[src/rtl/fetch_pkg.sv]
// Types shared by the fetch stage and the fetch/decode bundle queue.
package fetch_pkg;
  localparam int PC_WIDTH = 16;
  localparam int LANES    = 4;
  localparam int BUNDLE_W = LANES * PC_WIDTH;

  typedef struct packed {
    logic [BUNDLE_W-1:0] pc;
    logic [BUNDLE_W-1:0] inst;
    logic [BUNDLE_W-1:0] recv_pc;
    logic [LANES-1:0]    pred;
  } bundle_t;
endpackage

[src/rtl/fdq_bundle_ram.sv]
// DEPTH x bundle register file: one write port, one asynchronous read port, no reset.
module fdq_bundle_ram
  import fetch_pkg::*;
#(
  parameter int DEPTH = 4,
  parameter int AW    = $clog2(DEPTH)
) (
  input  logic          clk,
  input  logic          we,
  input  logic [AW-1:0] waddr,
  input  bundle_t       wdata,
  input  logic [AW-1:0] raddr,
  output bundle_t       rdata
);
  bundle_t mem [DEPTH];

  always_ff @(posedge clk) begin
    if (we) mem[waddr] <= wdata;
  end

  assign rdata = mem[raddr];
endmodule

[src/rtl/fetch_decode_queue.sv]
// Bundle queue between 4-wide fetch and decode: show-ahead head, registered
// stall with one-entry skid, flush on mispredict, sticky overflow flag.
module fetch_decode_queue
  import fetch_pkg::*;
#(
  parameter int DEPTH = 4
) (
  input  logic                clk,
  input  logic                rst,
  input  logic                fet_vld,
  input  logic [BUNDLE_W-1:0] fet_pc,
  input  logic [BUNDLE_W-1:0] fet_inst,
  input  logic [BUNDLE_W-1:0] fet_recv_pc,
  input  logic [LANES-1:0]    fet_pred,
  input  logic                has_mispredict,
  input  logic                dec_rdy,
  output logic                stall_fetch,
  output logic                dec_vld,
  output logic [BUNDLE_W-1:0] dec_pc,
  output logic [BUNDLE_W-1:0] dec_inst,
  output logic [BUNDLE_W-1:0] dec_recv_pc,
  output logic [LANES-1:0]    dec_pred,
  output logic                err_overflow
);
  localparam int AW = $clog2(DEPTH);

  logic [AW-1:0] wr_ptr, rd_ptr;
  logic [AW:0]   count, count_next;
  logic          push, pop, full, empty;
  bundle_t       wdata, rdata;

  assign empty = (count == '0);
  assign full  = (count == (AW+1)'(DEPTH));
  assign pop   = dec_vld & dec_rdy & ~has_mispredict;
  // A full queue still accepts when the head leaves the same cycle.
  assign push  = fet_vld & ~has_mispredict & (~full | pop);

  always_comb begin
    count_next = count;
    if (push && !pop)      count_next = count + 1'b1;
    else if (!push && pop) count_next = count - 1'b1;
  end

  assign wdata = '{pc: fet_pc, inst: fet_inst, recv_pc: fet_recv_pc, pred: fet_pred};

  fdq_bundle_ram #(.DEPTH(DEPTH), .AW(AW)) u_ram (
    .clk   (clk),
    .we    (push),
    .waddr (wr_ptr),
    .wdata (wdata),
    .raddr (rd_ptr),
    .rdata (rdata)
  );

  always_ff @(posedge clk) begin
    if (rst) begin
      wr_ptr       <= '0;
      rd_ptr       <= '0;
      count        <= '0;
      stall_fetch  <= 1'b0;
      err_overflow <= 1'b0;
    end else if (has_mispredict) begin
      wr_ptr      <= '0;
      rd_ptr      <= '0;
      count       <= '0;
      stall_fetch <= 1'b0;
    end else begin
      if (push) wr_ptr <= wr_ptr + 1'b1;
      if (pop)  rd_ptr <= rd_ptr + 1'b1;
      count <= count_next;
      // Raise one entry early so the bundle in flight when stall lands still fits.
      stall_fetch <= (count_next >= (AW+1)'(DEPTH - 1));
      if (fet_vld && full && !pop) err_overflow <= 1'b1;
    end
  end

  assign dec_vld     = ~empty;
  assign dec_pc      = empty ? '0 : rdata.pc;
  assign dec_inst    = empty ? '0 : rdata.inst;
  assign dec_recv_pc = empty ? '0 : rdata.recv_pc;
  assign dec_pred    = empty ? '0 : rdata.pred;
endmodule
[config.mk]
export PLATFORM = sky130hd
export DESIGN_NAME = fetch_decode_queue
export DESIGN_NICKNAME = d
export VERILOG_FILES = /design/src/rtl/fetch_pkg.sv /design/src/rtl/fdq_bundle_ram.sv /design/src/rtl/fetch_decode_queue.sv
export SDC_FILE = /design/constraint.sdc
export NUM_CORES = 1
export LEC_CHECK = 0
export CELL_PAD_IN_SITES_DETAIL_PLACEMENT = 0
export CELL_PAD_IN_SITES_GLOBAL_PLACEMENT = 1
export CORE_MARGIN = 2
export CORE_UTILIZATION = 32
export CTS_BUF_LIST = sky130_fd_sc_hd__clkbuf_2 sky130_fd_sc_hd__clkbuf_4 sky130_fd_sc_hd__clkbuf_8
export DETAILED_ROUTE_END_ITERATION = 7
export DONT_BUFFER_PORTS = 1
export GPL_ROUTABILITY_DRIVEN = 0
export PLACE_DENSITY = 0.55
export SLEW_MARGIN = 20
export SYNTH_ARGS = -nofsm -noshare
export SYNTH_HDL_FRONTEND = slang
export SYNTH_SLANG_ARGS = --single-unit
[constraint.sdc]
create_clock -name clk -period 8.4 [get_ports clk]
set_input_delay 1.68 -clock clk [delete_from_list [all_inputs] [get_ports clk]]
set_output_delay 1.68 -clock clk [all_outputs]
set_load 0.1 [all_outputs]
# Word-level counts from Yosys, hierarchy flattened
# Memory sizes are Yosys's and may differ from the RTL's. A register that Yosys moved wholly into a read port is not among the register bits.
# Cells that the tools add are included.
[word_totals]
reg_bits = 9
out_inout_bits = 199
memories = 1
rom_bits = 0
inputBits = 201
elab_cells = 39
latchBits = 0
mem_bits_rw = 784
[op_classes]
muxes = 10
bitwise = 8
div = 0
addsub = 4
mul = 0
reduce_logical = 9
n_eq_ne = 1
shift = 0
magnitude_cmp = 1
[memory_table]
columns = ["name", "depth", "width", "read_ports", "rd_clocked_by_memory_dff", "write_ports", "line_no", "rtl"]
rows = [
  ["u_ram.mem", 4, 196, 1, 1, 1, "fdq_bundle_ram.sv:15", "bundle_t mem [DEPTH];"],
]
[op_table]
columns = ["cell", "n"]
rows = [
  ["64-bit 2-to-1 mux", 3],
  ["3-bit 2-to-1 mux", 2],
  ["2-bit by 1-bit adder with 2-bit output, second input constant", 2],
  ["1-bit bitwise AND", 4],
  ["1-bit logical AND", 4],
  ["2-bit 2-to-1 mux", 2],
  ["4-bit 2-to-1 mux", 1],
  ["3-bit by 1-bit adder with 3-bit output, second input constant", 1],
  ["3-bit == test, second input constant", 1],
  ["3-bit by 2-bit >= comparator with 1-bit output, second input constant", 1],
  ["3-bit zero test", 1],
  ["1-bit NOT", 3],
  ["3-bit by 1-bit subtractor with 3-bit output, second input constant", 1],
  ["1-bit zero test", 2],
  ["1-bit 2-to-1 mux", 2],
  ["2-bit AND reduction", 1],
  ["2-bit OR reduction", 1],
  ["1-bit bitwise OR", 1],
]

# Logic depth before layout (Yosys ltp)
# Gate-level depths: netlist (run 1).
[logic_depth]
depth_word = 11
ltp_mapped = 9
mapped_depth_nobuf = 7

# Cells and area by module
# Synthesis (run 1) repeated with hierarchy kept, for this count alone.
[unflattened]
cells_unflattened = 1298
area_unflattened_um2 = 30095.1
[modules_own_cells]
columns = ["module", "seq_area_each_um2", "area_per_inst_um2", "cells_each", "n_inst"]
rows = [
  ["fdq_bundle_ram", 23542.6, 28307.1, 1028, 1],
  ["fetch_decode_queue", 180.2, 1788.0, 270, 1],
]

# Worst setup path after synthesis (run 1)
# OpenSTA, ideal clock, no wires.
[synth_timing]
path_type = "input port to flip-flop"
from = "input port fet_vld"
to = "memory u_ram.mem[0][0] (netlist name), enable pin"
required_ns = 7.819
path_buffers = 1
path_stages = 3
setup_slack_ns = 1.354
arrival_ns = 6.464
setup_time_ns = 0.581
path_cell_list = "nor2b_1 -> buf_2 -> and3_1"
[synth_between]
elab_chain_cells = 4
[synth_lines]
columns = ["element", "line_no", "rtl"]
rows = [
  ["from (decl)", "fetch_decode_queue.sv:10", "input logic fet_vld,"],
  ["1-bit bitwise AND (2 in a row)", "fetch_decode_queue.sv:36", "assign push = fet_vld & ~has_mispredict & (~full | pop);"],
  ["1-bit 2-to-1 mux", "fdq_bundle_ram.sv:18", "if (we) mem[waddr] <= wdata;"],
  ["1-bit 2-to-1 mux (not written as such)", "fdq_bundle_ram.sv:18", ""],
  ["to (decl)", "fdq_bundle_ram.sv:15", ""],
]
# Every way passes these cells.

==> impl_metrics.yaml, run 1 <==
die:
  die_h_um: 311
  start_util: 0.323
  dieArea_um2: 96900
  pin_count: 400
  design.core.area_um2: 93500
  num_rows: 112
  die_width_um: 311
min_path:
  hold_depth: 2
  hp-start: "rd_ptr[1]"
  hold_end: "rd_ptr[1]"
  min_path_type: "flop to flop"
setup_path:
  crit_path_end_kind: "output pin"
  critPathLaunchType: "flop"
  crit-reg2reg-capture: "u_ram.mem[1][122]"
  ff2ff_setup_slack_ns: 5.40
  r2r-start: "count[0]"
  critical_path_arrival_ns: 3.93
  path_max_fanout: 87
  worstRegToRegCells: 5
  critPathKind: "flop to output pin"
  worstPathRequired_ns: 6.72
clocking:
  clock-root-buffer: "clkbuf_8"
  clk-insertion-delay-late_ns: 0.80
  cts-resized-gates: 0
  cts-buffers-inserted: 138
  cts.sinks: 795
  cts-root-to-sink-buffers: 3
  clk_transition_reported_paths_ns: 0.06
  post_cts_hold_buffer_count: 0
  h-tree-depth: 4
  post-cts-setup-buffer-count: 0
  cts_tree: "built"
status:
  status: "finished clean"
grt:
  globalRouteOverflowTotal: 0
  first_global_vias: 14500
  grt_antenna_before_repair: 2
  global_routing_usage_summed_across_all_routing_layers: 0.133
  grt_max_degree: 109
  grt_pass1_wl_um: 94900
final_layout:
  num-nets-final: 1608
  syn2layout_area_growth_pct: 13.3
  fin_util: 0.366
  drive_above_1_share: 0.290
  finalNonFillerCells: 2752
pwr:
  power_switching_share: 0.225
  cellPowerDensity_nw_per_um2: 239
  switching_pwr_w: 0.00184
  portion_of_total_power_attributed_to_the_clock_network: 0.411
  vdd.ir_drop.worst_mv: 0.150
  p_int_w: 0.00634
  power_leakage_nw: 10.4
  pwr-share-comb: 0.046
  seq_power_share: 0.543
yosys:
  post_synthesis_cell_count: 1313
  synth-seq-cells: 795
  synth_top_cell_area_share: 0.779
  synthesis.area_per_instance_um2: 23.0
  portion_of_the_post_synthesis_area_used_by_sequential_elements: 0.786
  yosys.cell_types.count: 34
  syn_nets: 1521
  synth_area_um2: 30200
  synth_area_leaders: "edfxtp_1 78%, mux4_2 15%, and2_1 4.1%"
  dominantRegCellSynth: "edfxtp_1"
  async_reset_ff_frac: 0
  synth_edf_count: 784
  most_frequent_cells_after_synthesis: "784 x edfxtp_1, 197 x and2_1, 196 x mux4_2"
  biggest_area_consumer_among_synthesized_cells: "edfxtp_1"
  ys.warnings.count: 0
  yosys.cell_count.top_type: "edfxtp_1"
route:
  dr_total_vias: 13000
  drt_first_pass_iters: 5
  drt-vias-per-instance: 4.72
  finalWirelength_um: 63400
  route.antenna.remaining_nets: 0
  drtIter0Drc: 897
  drcViolationCount: 0
  route.detailed.wl_per_inst_um: 23.0
timing:
  hold_viol: 0
  fmax_ghz: 0.178
  maxSlewViolCount: 0
  timing.max_slew.rel_slack: 0.228
  rsz0062_at_grt: "false"
  finalSetupViolCount: 0
  final_period_minus_worst_setup_slack_ns: 5.61
  fin_worst_skew_ns: 0.0226
  setup_total_negative_slack_ns: 0
  layout_worst_path_cycle_share: 0.667
  worst_pin_slew_ns: 1.17
place:
  port_buffers: 0
  place.detailed.instances: 2514
  hpwl_um: 36100
job:
  drv_cap: 0
-- per-stage QoR --
stage          setup slack, ns  power [W]  instance area [um^2]  hold WS (ns)
2_1_floorplan             1.35    0.00486                 30200         0.485
3_3_place_gp              3.59    0.00490                 31600         0.501
3_5_place_dp              3.57    0.00490                 31600         0.515
4_1_cts                   2.64    0.00833                 34200         0.526
5_1_grt                   2.59    0.00852                 34200         0.579
6_report                  2.79    0.00818                 34200         0.525
-- state kept, by name, indices dropped and copies added, names as in the netlist, named ones only --
name          count
stall_fetch       1
count             3
u_ram.mem       784
err_overflow      1
wr_ptr            2
rd_ptr            2
-- metal layers --
metal	GRT usage	part of all wire	wire length, um
met1	0.149	0.38	24200
met2	0.214	0.50	31400
met3	0.0667	0.098	6210
met4	0.0530	0.024	1550
met5	0	0	0
-- worst max-delay path, cell delays in order (launching register included) --
cell	delay [ns]
dfxtp_4	0.73
buf_12	0.50
buf_12	0.42
mux4_2	0.38
and2_1	0.78
-- cells by family (layout without fill, tap and decap cells) --
family | count (synthesis) | count (layout) | synth area share
compound gates | 14 | 14 | 0.00298
xor+xnor | 2 | 2 | 0.000580
other cells | 0 | 2 | 0
fa+ha+maj | 7 | 7 | 0.00290
flops | 795 | 795 | 0.786
buf+inv | 76 | 259 | 0.0147
mux | 198 | 198 | 0.147
simple gates | 221 | 221 | 0.0455
-- layout by cell type (no fill, tap or decap), types with 2 or more instances in the layout --
master      instances
dfxtp_1             9
a21oi_1             6
mux4_2            196
clkinvlp_4          8
clkinv_2            7
inv_1               7
o21ai_0             2
buf_4               7
inv_6               3
dfxtp_4             2
clkbuf_4           45
edfxtp_1          784
and3_4              4
bufinv_16           3
ha_1                7
nor2_1              7
inv_8               4
o31ai_1             2
clkbuf_8          141
and2_1            195
nor2b_1             2
clkinv_1           26
diode_2             2
buf_12              8
and2_2              2
-- power groups by stage --
stage / logic [W] / clock network, W / registers, W
final: 0.000374 / 0.00336 / 0.00444
after global routing: 0.000390 / 0.00369 / 0.00444
after floorplan: 0.000330 / 0 / 0.00453
after global placement: 0.000380 / 0 / 0.00452
after detailed placement: 0.000382 / 0 / 0.00452
after CTS: 0.000382 / 0.00351 / 0.00444
-- how the worst max path moves through the flow --
stage / slack (ns) / end / cells after the start
global placement: 3.59 / dec_recv_pc[52] / 4
CTS: 2.64 / dec_recv_pc[52] / 4
finish: 2.79 / dec_recv_pc[52] / 4
detailed placement: 3.57 / dec_pc[5] / 6
global route: 2.59 / dec_recv_pc[20] / 6
floorplan: 1.35 / u_ram.mem[0][0] / 3
-- layout make-up --
type,count,area (um^2)
Sequential cell,795,23800
Inverter,8,35.0
Antenna cell,2,5.00
Clock inverter,50,345
Timing Repair Buffer,15,213
Tap cell,1254,1570
Fill cell,8625,59200
Multi-Input combinational cell,442,6030
Clock buffer,186,2280
(Power assumes the default switching activity.)
==> run 2: changes to the inputs <==
==> constraint.sdc (replaced) <==
create_clock -name clk -period 5.5 [get_ports clk]
set_input_delay 1.1 -clock clk [delete_from_list [all_inputs] [get_ports clk]]
set_output_delay 1.1 -clock clk [all_outputs]
set_load 0.1 [all_outputs]
==> run 2 against run 1 <==
  * Setup slack got worse by 2.0 ns
  * Hold slack got worse by 0.13 ns
  * Sequential cell count did not move
  * Die area did not move
  * Clock power rose by 53%
  * Sequential share of layout area fell by 0.64 points
  * Critical endpoint is now dec_recv_pc[7]
  * Non-clock buffer count rose by 30
  * Combinational power rose by 55%
  * Highest routed layer unchanged
  * Cell count rose by 1.1%
  * Via count rose by 0.69%
  * Critical path depth rose by 2
==> impl_metrics.yaml, run 2 (synthesis gave the netlist of run 1 again) <==
final_layout:
  multiInputGateArea_um2: 6030
  drive_above_1_share: 0.299
  regArea_um2: 23800
  largest_registers: "u_ram.mem (784), count (3)"
  top_register: "u_ram.mem"
  fin_util: 0.370
  finalNonFillerCells: 2782
  largest_reg_flops: 784
  final.fill_count: 8596
  final_std_cell_area_no_fill_um2: 34600
  syn2layout_area_growth_pct: 14.4
  layout.cells.most_common: "edfxtp_1"
  mostFrequentLayoutCells: "784 x edfxtp_1, 197 x and2_1, 196 x mux4_2"
  num-nets-final: 1639
place:
  hpwl_um: 39800
  place.detailed.instances: 2544
  dpl_cell_area_um2: 32000
  port_buffers: 0
grt:
  global_routing_usage_summed_across_all_routing_layers: 0.136
  globalRouteOverflowTotal: 0
  first_global_vias: 14400
  grt_antenna_before_repair: 2
  grt_pass1_wl_um: 96200
  grt_max_degree: 101
setup_path:
  worstPathRequired_ns: 4.40
  critical_path.top_delay_family: "buffers and inverters"
  crit_path_end_kind: "output pin"
  worst_path_max_delay_cell: "and2_1"
  path_max_fanout: 100
  crit_path_cell_trace: "inv_1 -> ha_1 -> nor2b_4 -> inv_6 -> buf_4 -> and2_1"
  path_buf_inv: 3
  critical_path_arrival_ns: 3.61
  critPathKind: "flop to output pin"
  crit_path_max_incr_delay_ns: 0.84
  critPathLaunchType: "flop"
route:
  finalWirelength_um: 65600
  drt_first_pass_iters: 4
  dr_total_vias: 13100
  drtIter0Drc: 716
  route.antenna.remaining_nets: 0
  route.detailed.wl_per_inst_um: 23.6
  drcViolationCount: 0
  drt-vias-per-instance: 4.70
min_path:
  min_path_type: "input pin to flop"
clocking:
  cts.sinks: 795
  post-cts-setup-buffer-count: 0
  cts-resized-gates: 0
  clk-insertion-delay-late_ns: 0.79
  h-tree-depth: 4
  cts_tree: "built"
  cts-buffers-inserted: 139
  cts-root-to-sink-buffers: 3
  clk_transition_reported_paths_ns: 0.06
  clock-root-buffer: "clkbuf_8"
  post_cts_hold_buffer_count: 0
timing:
  setup_total_negative_slack_ns: 0
  maxSlewViolCount: 0
  final_period_minus_worst_setup_slack_ns: 4.71
  hold_viol: 0
  finalSetupViolCount: 0
  worst_pin_slew_ns: 1.16
  fmax_ghz: 0.212
  rsz0062_at_grt: "false"
  layout_worst_path_cycle_share: 0.857
  timing.max_slew.rel_slack: 0.234
  fin_worst_skew_ns: 0.0334
pwr:
  p_int_w: 0.00967
  portion_of_total_power_attributed_to_the_clock_network: 0.411
  cellPowerDensity_nw_per_um2: 361
  switching_pwr_w: 0.00281
  seq_power_share: 0.543
  power_leakage_nw: 10.6
  power_switching_share: 0.225
  vdd.ir_drop.worst_mv: 0.194
  pwr-share-comb: 0.047
status:
  status: "finished clean"
die:
  pin_count: 400
  num_rows: 112
  start_util: 0.323
  die_width_um: 311
  design.core.area_um2: 93500
  die_h_um: 311
  dieArea_um2: 96900
job:
  drv_cap: 0
run 2: changes by cell type in the layout (fill, tap and decap cells not counted):
cell,before,now
clkinv_2,7,9
inv_8,4,3
clkinv_1,26,31
buf_12,8,17
and2_2,2,0
buf_4,7,28
clkbuf_4,45,40
and2_1,195,197
clkbuf_8,141,142
clkinvlp_4,8,1
inv_6,3,8
run 2: metrics by stage:
stage	setup slack [ns]	hold WS, ns	power, W
final	0.788	0.399	0.0125
after floorplan	1.27	0.485	0.00741
after detailed placement	1.58	0.516	0.00750
after global routing	0.547	0.304	0.0130
after CTS	0.650	0.275	0.0127
after global placement	1.69	0.494	0.00749
run 2: per-layer routing:
metal / track usage / wire length, um / vias to the layer above
met3: 0.0669 / 6700 / 125
met1: 0.157 / 25200 / 6879
met2: 0.217 / 32000 / 429
met5: 0 / 0 / -
li1: - / - / 5639
met4: 0.0519 / 1700 / 0
run 2: area by class of cell:
class | count | area share
antenna | 2 | 0.000145
sequential | 795 | 0.688
multi-input combinational | 442 | 0.174
timing repair buffer | 45 | 0.0159
clock inverter | 54 | 0.0102
inverter | 8 | 0.00101
clock buffer | 182 | 0.0652
tap | 1254 | 0.0454
run 2: path summary, 6_finish.rpt:
check	start	end	slack, ns	depth (start not counted)
max reg2reg	count[0]	flop	2.77	8
max	count[0]	dec_recv_pc[7]	0.79	6
min	fet_recv_pc[35]	u_ram.mem[2][39]	0.40	0
min reg2reg	rd_ptr[1]	rd_ptr[1]	0.54	2
run 2: power by group through the flow:
stage               Combinational [W]  Sequential (W)  Clock (W)
finish                       0.000581         0.00678    0.00513
global placement             0.000593         0.00690          0
CTS                          0.000595         0.00678    0.00533
floorplan                    0.000505         0.00690          0
global route                 0.000606         0.00678    0.00557
detailed placement           0.000593         0.00690          0
